==> src/rtl/hazard_ctrl_if.sv <==
// Purpose: bundles every hazard_ctrl signal except clk/rst; master = pipeline side, slave = hazard_ctrl.
// Latency: none, the interface is plain wiring.
// Backpressure: stall/flush lines carry the pipeline's only flow control; there is no valid/ready.
// Ports: ID/EX/MEM/WB register ids and write enables in; stall, flush, forward selects and div_readyE out.
// Macro HAZARD_PERF_EN adds the stall_cycles / flush_events counter outputs.
interface hazard_ctrl_if;
  logic [4:0] rsD;
  logic [4:0] rtD;
  logic [4:0] rsE;
  logic [4:0] rtE;
  logic [4:0] writeregE;
  logic [4:0] writeregM;
  logic [4:0] writeregW;
  logic       regwriteE;
  logic       regwriteM;
  logic       regwriteW;
  logic [1:0] memtoregE;
  logic       mispredictE;
  logic       div_startE;
  logic       stallF;
  logic       stallD;
  logic       stallE;
  logic       flushD;
  logic       flushE;
  logic [1:0] forwardAE;
  logic [1:0] forwardBE;
  logic       div_readyE;
`ifdef HAZARD_PERF_EN
  logic [31:0] stall_cycles;
  logic [31:0] flush_events;

  modport master (
    output rsD, rtD, rsE, rtE, writeregE, writeregM, writeregW,
    output regwriteE, regwriteM, regwriteW, memtoregE, mispredictE, div_startE,
    input  stallF, stallD, stallE, flushD, flushE, forwardAE, forwardBE, div_readyE,
    input  stall_cycles, flush_events
  );
  modport slave (
    input  rsD, rtD, rsE, rtE, writeregE, writeregM, writeregW,
    input  regwriteE, regwriteM, regwriteW, memtoregE, mispredictE, div_startE,
    output stallF, stallD, stallE, flushD, flushE, forwardAE, forwardBE, div_readyE,
    output stall_cycles, flush_events
  );
`else
  modport master (
    output rsD, rtD, rsE, rtE, writeregE, writeregM, writeregW,
    output regwriteE, regwriteM, regwriteW, memtoregE, mispredictE, div_startE,
    input  stallF, stallD, stallE, flushD, flushE, forwardAE, forwardBE, div_readyE
  );
  modport slave (
    input  rsD, rtD, rsE, rtE, writeregE, writeregM, writeregW,
    input  regwriteE, regwriteM, regwriteW, memtoregE, mispredictE, div_startE,
    output stallF, stallD, stallE, flushD, flushE, forwardAE, forwardBE, div_readyE
  );
`endif
endinterface

==> src/rtl/hazard_ctrl.sv <==
// Purpose: 5-stage MIPS hazard unit - load-use/divide stalls, mispredict flushes, EX forwarding selects.
// Latency: all outputs combinational from inputs and the divider FSM; a divide stalls DIV_CYCLES cycles.
// Backpressure: divide stall beats mispredict flush beats load-use stall; held instructions must keep inputs stable.
// Ports: clk, rst (async active-low), hif (hazard_ctrl_if.slave) carrying pipeline ids and stall/flush/forward outputs.
// Macro HAZARD_PERF_EN: adds saturating stall_cycles / flush_events counters on hif.
module hazard_ctrl #(
  parameter int unsigned DIV_CYCLES = 32,
  parameter int unsigned CNT_W      = 8
) (
  input  logic         clk,
  input  logic         rst,
  hazard_ctrl_if.slave hif
);

  typedef enum logic {IDLE = 1'b0, BUSY = 1'b1} state_t;

  // The start cycle is the first stall cycle, so BUSY counts down the remaining DIV_CYCLES-1.
  localparam logic [CNT_W-1:0] CNT_LOAD = CNT_W'(DIV_CYCLES - 1);

  state_t           state;
  state_t           state_nxt;
  logic [CNT_W-1:0] cnt;
  logic [CNT_W-1:0] cnt_nxt;

  logic       divstall;
  logic       div_ready;
  logic       lwstall;
  logic       stall_f;
  logic       stall_d;
  logic       stall_e;
  logic       flush_d;
  logic       flush_e;
  logic [1:0] fwd_a;
  logic [1:0] fwd_b;

  // M beats W; register $0 is hard-wired zero and never forwarded.
  function automatic logic [1:0] fwd_sel(
    input logic [4:0] src,
    input logic       rw_m,
    input logic [4:0] wr_m,
    input logic       rw_w,
    input logic [4:0] wr_w
  );
    if (rw_m && (wr_m != 5'd0) && (wr_m == src))
      return 2'b10;
    else if (rw_w && (wr_w != 5'd0) && (wr_w == src))
      return 2'b01;
    else
      return 2'b00;
  endfunction

  // State register
  always_ff @(posedge clk or negedge rst) begin
    if (!rst) begin
      state <= IDLE;
      cnt   <= '0;
    end else begin
      state <= state_nxt;
      cnt   <= cnt_nxt;
    end
  end

  // Next-state logic
  always_comb begin
    state_nxt = state;
    cnt_nxt   = cnt;
    case (state)
      IDLE: begin
        if (hif.div_startE) begin
          state_nxt = BUSY;
          cnt_nxt   = CNT_LOAD;
        end
      end
      BUSY: begin
        // In the completion cycle div_startE still shows the finishing divide, so it is ignored.
        if (cnt != '0)
          cnt_nxt = cnt - CNT_W'(1);
        else
          state_nxt = IDLE;
      end
      default: state_nxt = IDLE;
    endcase
  end

  // Output logic
  always_comb begin
    divstall  = 1'b0;
    div_ready = 1'b0;
    case (state)
      IDLE: divstall = hif.div_startE;
      BUSY: begin
        if (cnt != '0)
          divstall = 1'b1;
        else
          div_ready = 1'b1;
      end
      default: divstall = 1'b0;
    endcase

    lwstall = (hif.memtoregE != 2'b00) && hif.regwriteE && (hif.writeregE != 5'd0) &&
              ((hif.writeregE == hif.rsD) || (hif.writeregE == hif.rtD));

    stall_f = 1'b0;
    stall_d = 1'b0;
    stall_e = 1'b0;
    flush_d = 1'b0;
    flush_e = 1'b0;
    if (divstall) begin
      // A mispredict seen during the divide waits: the branch sits behind the stalled D/E stage.
      stall_f = 1'b1;
      stall_d = 1'b1;
      stall_e = 1'b1;
    end else if (hif.mispredictE) begin
      // The wrong-path instruction in ID is flushed, so its load-use hazard no longer matters.
      flush_d = 1'b1;
      flush_e = 1'b1;
    end else if (lwstall) begin
      // Hold F/D, let the load advance, and push a bubble into EX.
      stall_f = 1'b1;
      stall_d = 1'b1;
      flush_e = 1'b1;
    end

    fwd_a = fwd_sel(hif.rsE, hif.regwriteM, hif.writeregM, hif.regwriteW, hif.writeregW);
    fwd_b = fwd_sel(hif.rtE, hif.regwriteM, hif.writeregM, hif.regwriteW, hif.writeregW);
  end

  // Reset forces every output low, including the purely combinational forwarding selects.
  assign hif.stallF     = rst & stall_f;
  assign hif.stallD     = rst & stall_d;
  assign hif.stallE     = rst & stall_e;
  assign hif.flushD     = rst & flush_d;
  assign hif.flushE     = rst & flush_e;
  assign hif.div_readyE = rst & div_ready;
  assign hif.forwardAE  = rst ? fwd_a : 2'b00;
  assign hif.forwardBE  = rst ? fwd_b : 2'b00;

`ifdef HAZARD_PERF_EN
  logic [31:0] stall_cnt;
  logic [31:0] flush_cnt;

  // flush_d only comes from the mispredict branch, so it doubles as the mispredict-flush event.
  always_ff @(posedge clk or negedge rst) begin
    if (!rst) begin
      stall_cnt <= '0;
      flush_cnt <= '0;
    end else begin
      if (stall_f && (stall_cnt != 32'hFFFF_FFFF))
        stall_cnt <= stall_cnt + 32'd1;
      if (flush_d && (flush_cnt != 32'hFFFF_FFFF))
        flush_cnt <= flush_cnt + 32'd1;
    end
  end

  assign hif.stall_cycles = stall_cnt;
  assign hif.flush_events = flush_cnt;
`endif

endmodule

==> src/flat_wrapper.sv <==
// flat-port wrapper written by rule: the top's interface ports become plain ports
module hazard_ctrl_flat 
#(
  parameter int unsigned DIV_CYCLES = 32,
  parameter int unsigned CNT_W      = 8
)
  (clk, rst, hif_rsD, hif_rtD, hif_rsE, hif_rtE, hif_writeregE, hif_writeregM, hif_writeregW, hif_regwriteE, hif_regwriteM, hif_regwriteW, hif_memtoregE, hif_mispredictE, hif_div_startE, hif_stallF, hif_stallD, hif_stallE, hif_flushD, hif_flushE, hif_forwardAE, hif_forwardBE, hif_div_readyE);
  hazard_ctrl_if hif_i ();
  input  logic clk;
  input  logic rst;
  input wire logic [$bits(hif_i.rsD)-1:0] hif_rsD;
  input wire logic [$bits(hif_i.rtD)-1:0] hif_rtD;
  input wire logic [$bits(hif_i.rsE)-1:0] hif_rsE;
  input wire logic [$bits(hif_i.rtE)-1:0] hif_rtE;
  input wire logic [$bits(hif_i.writeregE)-1:0] hif_writeregE;
  input wire logic [$bits(hif_i.writeregM)-1:0] hif_writeregM;
  input wire logic [$bits(hif_i.writeregW)-1:0] hif_writeregW;
  input wire logic [$bits(hif_i.regwriteE)-1:0] hif_regwriteE;
  input wire logic [$bits(hif_i.regwriteM)-1:0] hif_regwriteM;
  input wire logic [$bits(hif_i.regwriteW)-1:0] hif_regwriteW;
  input wire logic [$bits(hif_i.memtoregE)-1:0] hif_memtoregE;
  input wire logic [$bits(hif_i.mispredictE)-1:0] hif_mispredictE;
  input wire logic [$bits(hif_i.div_startE)-1:0] hif_div_startE;
  output wire logic [$bits(hif_i.stallF)-1:0] hif_stallF;
  output wire logic [$bits(hif_i.stallD)-1:0] hif_stallD;
  output wire logic [$bits(hif_i.stallE)-1:0] hif_stallE;
  output wire logic [$bits(hif_i.flushD)-1:0] hif_flushD;
  output wire logic [$bits(hif_i.flushE)-1:0] hif_flushE;
  output wire logic [$bits(hif_i.forwardAE)-1:0] hif_forwardAE;
  output wire logic [$bits(hif_i.forwardBE)-1:0] hif_forwardBE;
  output wire logic [$bits(hif_i.div_readyE)-1:0] hif_div_readyE;
  assign hif_i.rsD = hif_rsD;
  assign hif_i.rtD = hif_rtD;
  assign hif_i.rsE = hif_rsE;
  assign hif_i.rtE = hif_rtE;
  assign hif_i.writeregE = hif_writeregE;
  assign hif_i.writeregM = hif_writeregM;
  assign hif_i.writeregW = hif_writeregW;
  assign hif_i.regwriteE = hif_regwriteE;
  assign hif_i.regwriteM = hif_regwriteM;
  assign hif_i.regwriteW = hif_regwriteW;
  assign hif_i.memtoregE = hif_memtoregE;
  assign hif_i.mispredictE = hif_mispredictE;
  assign hif_i.div_startE = hif_div_startE;
  assign hif_stallF = hif_i.stallF;
  assign hif_stallD = hif_i.stallD;
  assign hif_stallE = hif_i.stallE;
  assign hif_flushD = hif_i.flushD;
  assign hif_flushE = hif_i.flushE;
  assign hif_forwardAE = hif_i.forwardAE;
  assign hif_forwardBE = hif_i.forwardBE;
  assign hif_div_readyE = hif_i.div_readyE;
  hazard_ctrl #(.DIV_CYCLES(DIV_CYCLES), .CNT_W(CNT_W)) u_core (.clk(clk), .rst(rst), .hif(hif_i));
endmodule
==> config.mk <==
export PLATFORM = sky130hd
export DESIGN_NAME = hazard_ctrl_flat
export DESIGN_NICKNAME = d
export VERILOG_FILES = /design/src/rtl/hazard_ctrl_if.sv /design/src/rtl/hazard_ctrl.sv /design/src/flat_wrapper.sv
export SDC_FILE = /design/constraint.sdc
export NUM_CORES = 1
export LEC_CHECK = 0
export CORE_ASPECT_RATIO = 1.75
export CORE_MARGIN = 3
export CORE_UTILIZATION = 30
export CTS_CLUSTER_DIAMETER = 80
export DETAILED_ROUTE_END_ITERATION = 10
export DONT_BUFFER_PORTS = 1
export PLACE_DENSITY = 0.46
export SLEW_MARGIN = 25
export SYNTH_ARGS = -nofsm -noshare
export SYNTH_HDL_FRONTEND = slang
export SYNTH_SLANG_ARGS = --single-unit
==> constraint.sdc <==
create_clock -name clk -period 1.59 [get_ports clk]
set_input_delay 0.318 -clock clk [delete_from_list [all_inputs] [get_ports clk]]
set_output_delay 0.318 -clock clk [all_outputs]
set_load 0.05 [all_outputs]
[After elaboration in Yosys (flattened, before gate mapping)]
Index checks and enable logic that the tools add are counted.
Word-level totals
  output and inout port bits: 10
  input bits: 44
  register bits after elaboration: 9
  word-level logic and storage cells: 56
Operators by class
  bitwise operators: 6
  reductions and logical operators: 16
  muxes and demuxes: 23
  add/subtract/negate cells: 1
  equal/unequal tests: 8
Operators by type and width (number)
  equality test 5 bit: 6
  two-way mux 8 bit: 2
  case mux 8 bit (2 select lines): 1
  nonzero test 5 bit: 3
  two-way mux 1 bit: 14
  logical AND 1 bit: 9
  two-way mux 2 bit: 4
  nonzero test 8 bit: 1
  subtractor 8 x 1 -> 8 bit, second input constant: 1
  bitwise AND 1 bit: 5
  inequality test 2 bit, second input constant: 2
  case mux 1 bit (2 select lines): 2
  AND reduction 2 bit: 1
  nonzero test 2 bit: 1
  logical OR 1 bit: 1
  NOT 1 bit: 1

[Logic depth before layout (Yosys ltp)]
  depth in word-level cells: 8
  mapped depth: 8
  depth with buffers taken out: 7

[Least setup slack after synthesis]
OpenSTA, ideal clock, no wires.
  path kind: input -> output
  from: in hif_writeregE[1]
  to: out hif_stallF
  buffers on the path: 1
  data required time: 1.272 ns
  stages: 5
  slack: -1.131 ns
  arrival: 2.403 ns
  cell sequence: xor2_1 nor3_1 a22oi_1 o31ai_1 buf_4
On the way
  cells in the longest elaborated chain, start to end: 7
  elaborated cells between the ends (all ways): 10
  classes of those cells: 2 x eq/ne; 3 x mux; 1 x bitwise; 4 x reduce/logical
RTL lines
  start: declaration: RTL line flat_wrapper.sv:15  | input wire logic [$bits(hif_i.writeregE)-1:0] hif_writeregE;
  equality test 5 bit or nonzero test 5 bit (tied branches): RTL line hazard_ctrl.sv:101, hazard_ctrl.sv:100
  logical OR 1 bit or logical AND 1 bit (tied branches): RTL line hazard_ctrl.sv:101, hazard_ctrl.sv:100
  logical AND 1 bit *: RTL line hazard_ctrl.sv:100  | lwstall = (hif.memtoregE != 2'b00) && hif.regwriteE && (hif.writeregE != 5'd0) &&
  two-way mux 1 bit * (3 in series)
  bitwise AND 1 bit *
  end: declaration: RTL line flat_wrapper.sv:24  | output wire logic [$bits(hif_i.stallF)-1:0] hif_stallF;
Every way passes the cells marked *; elsewhere a longest branch is shown, timed or not.

[Final worst setup path]
  from: reg u_core.cnt[5]
  to: out hif_div_readyE
On the way
  cells in the longest elaborated chain, start to end: 4
RTL lines
  start: declaration: RTL line hazard_ctrl.sv:22  | logic [CNT_W-1:0] cnt;
  start signal: assignment: RTL line hazard_ctrl.sv:59  | cnt <= cnt_nxt;
  nonzero test 8 bit: RTL line hazard_ctrl.sv:92  | if (cnt != '0)
  two-way mux 1 bit: RTL line hazard_ctrl.sv:92
  two-way mux 1 bit: RTL line hazard_ctrl.sv:89  | case (state)
  bitwise AND 1 bit: RTL line hazard_ctrl.sv:134  | assign hif.div_readyE = rst & div_ready;
  end: declaration: RTL line flat_wrapper.sv:31  | output wire logic [$bits(hif_i.div_readyE)-1:0] hif_div_readyE;
No other way between the ends.

==> impl_metrics.ini <==
[global_routing]
antenna_found_initial = 0
grt_pass1_wl_um = 4657
grt-busiest-layer = met2
grt_util_met1_pct = 11.82
grtUsageTotal_pct = 15.51
grtUsageMet2_pct = 33.38
met3_usage_pct = 3.486
grt_max_degree = 10
grt_overflow = 0
grt_pass1_vias = 1084

[worst_setup_path]
crit_chain = or4_4 > nor4b_4 > and3_4
rr_worst_depth = 7
reg2reg_slack_ns = -0.12
max_stage_delay_ns = 0.56
reg2reg_to = u_core.cnt[5]
r2r_start = u_core.cnt[0]
cpMaxStageDelayCell = or4_4
critPathRequiredTime_ns = 1.27
crit_family = simple AND/OR/NAND/NOR gates
critical_path.max_fanout = 3
crit_buf_inv = 0
start_kind = register
critPathArrivalTime_ns = 1.77
cp-end-kind = output pin
crit_type = reg -> out

[synthesis]
yosys_warnings = 0
syn_area_per_cell_sq_um = 8.908
synthTopCellsByArea = dfrtp_1, xor2_1, xnor2_1
synth-seq-area-share_pct = 23.20
synthAdderAreaFrac_pct = 2.577
synth_top_family_by_area = simple AND/OR/NAND/NOR gates
synth.top_cells.by_count = xor2_1, dfrtp_1, nor2_1, xnor2_1
yosysMostFrequentCell = xor2_1
post-synth-top-area-cell = dfrtp_1
synth-seq-cells = 9
synth.mux.area_fraction_pct = 0
synth_cells = 109
syn_nets = 155
ys_types = 41
synth_edf_count = 0
synthArstFlopShare_pct = 100.0
synth_compound_area_share_pct = 15.08
synth_area_sq_um = 970.9
synth-main-ff-cell = dfrtp_1
synthXorXnorAreaFrac_pct = 27.96
yosys.area_share.simple_pct = 28.48
yosysTopAreaCellShare_pct = 23.20

[floorplanning]
dieArea_sq_um = 3982
core_area_sq_um = 3025
die_w_um = 49.01
io_pins = 54
die_h_um = 81.26
rows = 26
start_util_pct = 32.09

[layout]
final_cells = 185
drive_gt1_share_pct = 47.55
nets = 190
antenna_cells = 0
areaGrowthSynthToFinish_pct = 63.53
fin_area_sq_um = 1588
fillers = 279

[sta]
grt_setup_unrepaired = true
slew_headroom_pct = 63.92
period_share_pct = 131.2
final-hold-violation-count = 0
max_slew.worst_pin.slew_ns = 0.5355
timing.final.ws_setup_ns = -0.4959
tns_ns = -3.485
maxSlewViolCount = 0
skew_ns = 0.001674
fin_crit_ns = 2.086
max_clock_freq_ghz = 0.4794
final-setup-viol-count = 14
holdWs_ns = 0.3483

[status]
outcome = finished, violations left
violations = setup timing

[power_and_ir_drop]
switching_share_pct = 38.44
power_density_nw_per_um2 = 1197
p_sw_uw = 730.7
p_seq_share_pct = 22.1
pwr-share-clk_pct = 14.3
max-vdd-ir-drop_uv = 577.1
p_leak_nw = 0.6087
cell_internal_pwr_mw = 1.170
combPwrFrac_pct = 63.5

[min_path]
min_path_type = in -> reg
holdCritStartpoint = hif_div_startE
hold_depth = 2
hold-path-endpoint = u_core.cnt[6]

[drt]
wirelength_um = 3064
vias_per_cell = 5.211
wire_per_inst_um = 16.56
dr.pass1.iters = 4
drc = 0
antenna_left = 0
first_iter_violations = 20
via_count = 964

[placement]
hpwl_um = 2493
place_area_sq_um = 1384
dp_cells = 174
port_buffers = 0
gp_congestion = 0.7950

[clock_tree]
cts_htree_levels = 1
ctsLongestPathBuffers = 2
path_clk_slew_ns = 0.05
clkLatencyLatePin_ns = 0.23
tritoncts = built
cts.sink_count = 9
root_buffer = clkbuf_8
numCtsBuffers = 3

[flow_run]
max_cap_viol_count = 0
cell usage in the layout, fill, tap and decap left out, drive strengths merged, types with 3 or more instances in the layout:
cell	count
buf	30
xor2	24
dfrtp	9
nor2	7
xnor2	7
nor4	6
or4	5
nand3	4
nor3	4
clkbuf	4
o21ai	4
inv	3
or3	3
how the worst max path moves through the flow:
stage / start / cells after the start / slack, ns / endpoint
6_report: u_core.cnt[5] / 3 / -0.50 / hif_div_readyE
5_1_grt: u_core.cnt[5] / 3 / -0.53 / hif_div_readyE
4_1_cts: u_core.cnt[5] / 3 / -0.48 / hif_div_readyE
3_5_place_dp: hif_writeregM[0] / 5 / -0.25 / hif_forwardAE[0]
3_3_place_gp: hif_writeregW[3] / 4 / -0.24 / hif_forwardBE[0]
2_1_floorplan: hif_writeregW[3] / 3 / -0.40 / hif_forwardAE[0]
sequential cells by signal, indices dropped and copies added, names as in the netlist:
register,cells
u_core.state,1
u_core.cnt,8
per-layer routing:
layer  up-vias  share of wire, %  wire length, um
met5         -                 0                0
met4         0               1.1               34
met3         2               7.0              216
met2        37                63             1939
met1       456                28              873
li1        469                 -                -
cell families (layout without fill, tap and decap cells):
kind of cell,count (synthesis),count (layout)
buffers and inverters,6,40
adders and majority gates,2,2
xor gates and xnor gates,31,31
AOI/OAI and AO/OA,19,19
and+or+nand+nor,42,42
DFF,9,9
what timing repair did:
item / CTS / global route
gates cloned: 0 / 0
resized for setup: 5 / 14
pin swaps: 4 / 11
hold buffers: 1 / 0
endpoints found under the hold margin: 9 / 0
setup buffers: 3 / 3
setup endpoints to repair: 17 / 18
final cells by class:
cell class                      count  area (sq um)  area share, %
Tap cell                           42         52.55          3.310
Clock buffer                        4         45.04          2.837
Multi-Input combinational cell     94         940.9          59.26
Timing Repair Buffer               31         292.8          18.44
Sequential cell                     9         225.2          14.18
Inverter                            5         31.28          1.970
power by group through the flow:
stage          logic (mW)  registers [mW]  clock network (mW)
2_1_floorplan       0.509           0.425                   0
5_1_grt              1.30           0.433               0.290
4_1_cts              1.03           0.408               0.274
6_report             1.21           0.420               0.273
3_3_place_gp        0.903           0.407                   0
3_5_place_dp        0.933           0.409                   0
per-stage QoR:
stage | util [%] | setup WS, ns | power (mW)
2_1_floorplan | - | -0.4019 | 0.9348
3_3_place_gp | 45.74 | -0.2421 | 1.310
3_5_place_dp | 45.74 | -0.2484 | 1.343
4_1_cts | 49.09 | -0.4795 | 1.712
5_1_grt | 52.48 | -0.5278 | 2.026
6_report | 52.48 | -0.4959 | 1.901
No activity file was read; power rests on OpenSTA's default activity.
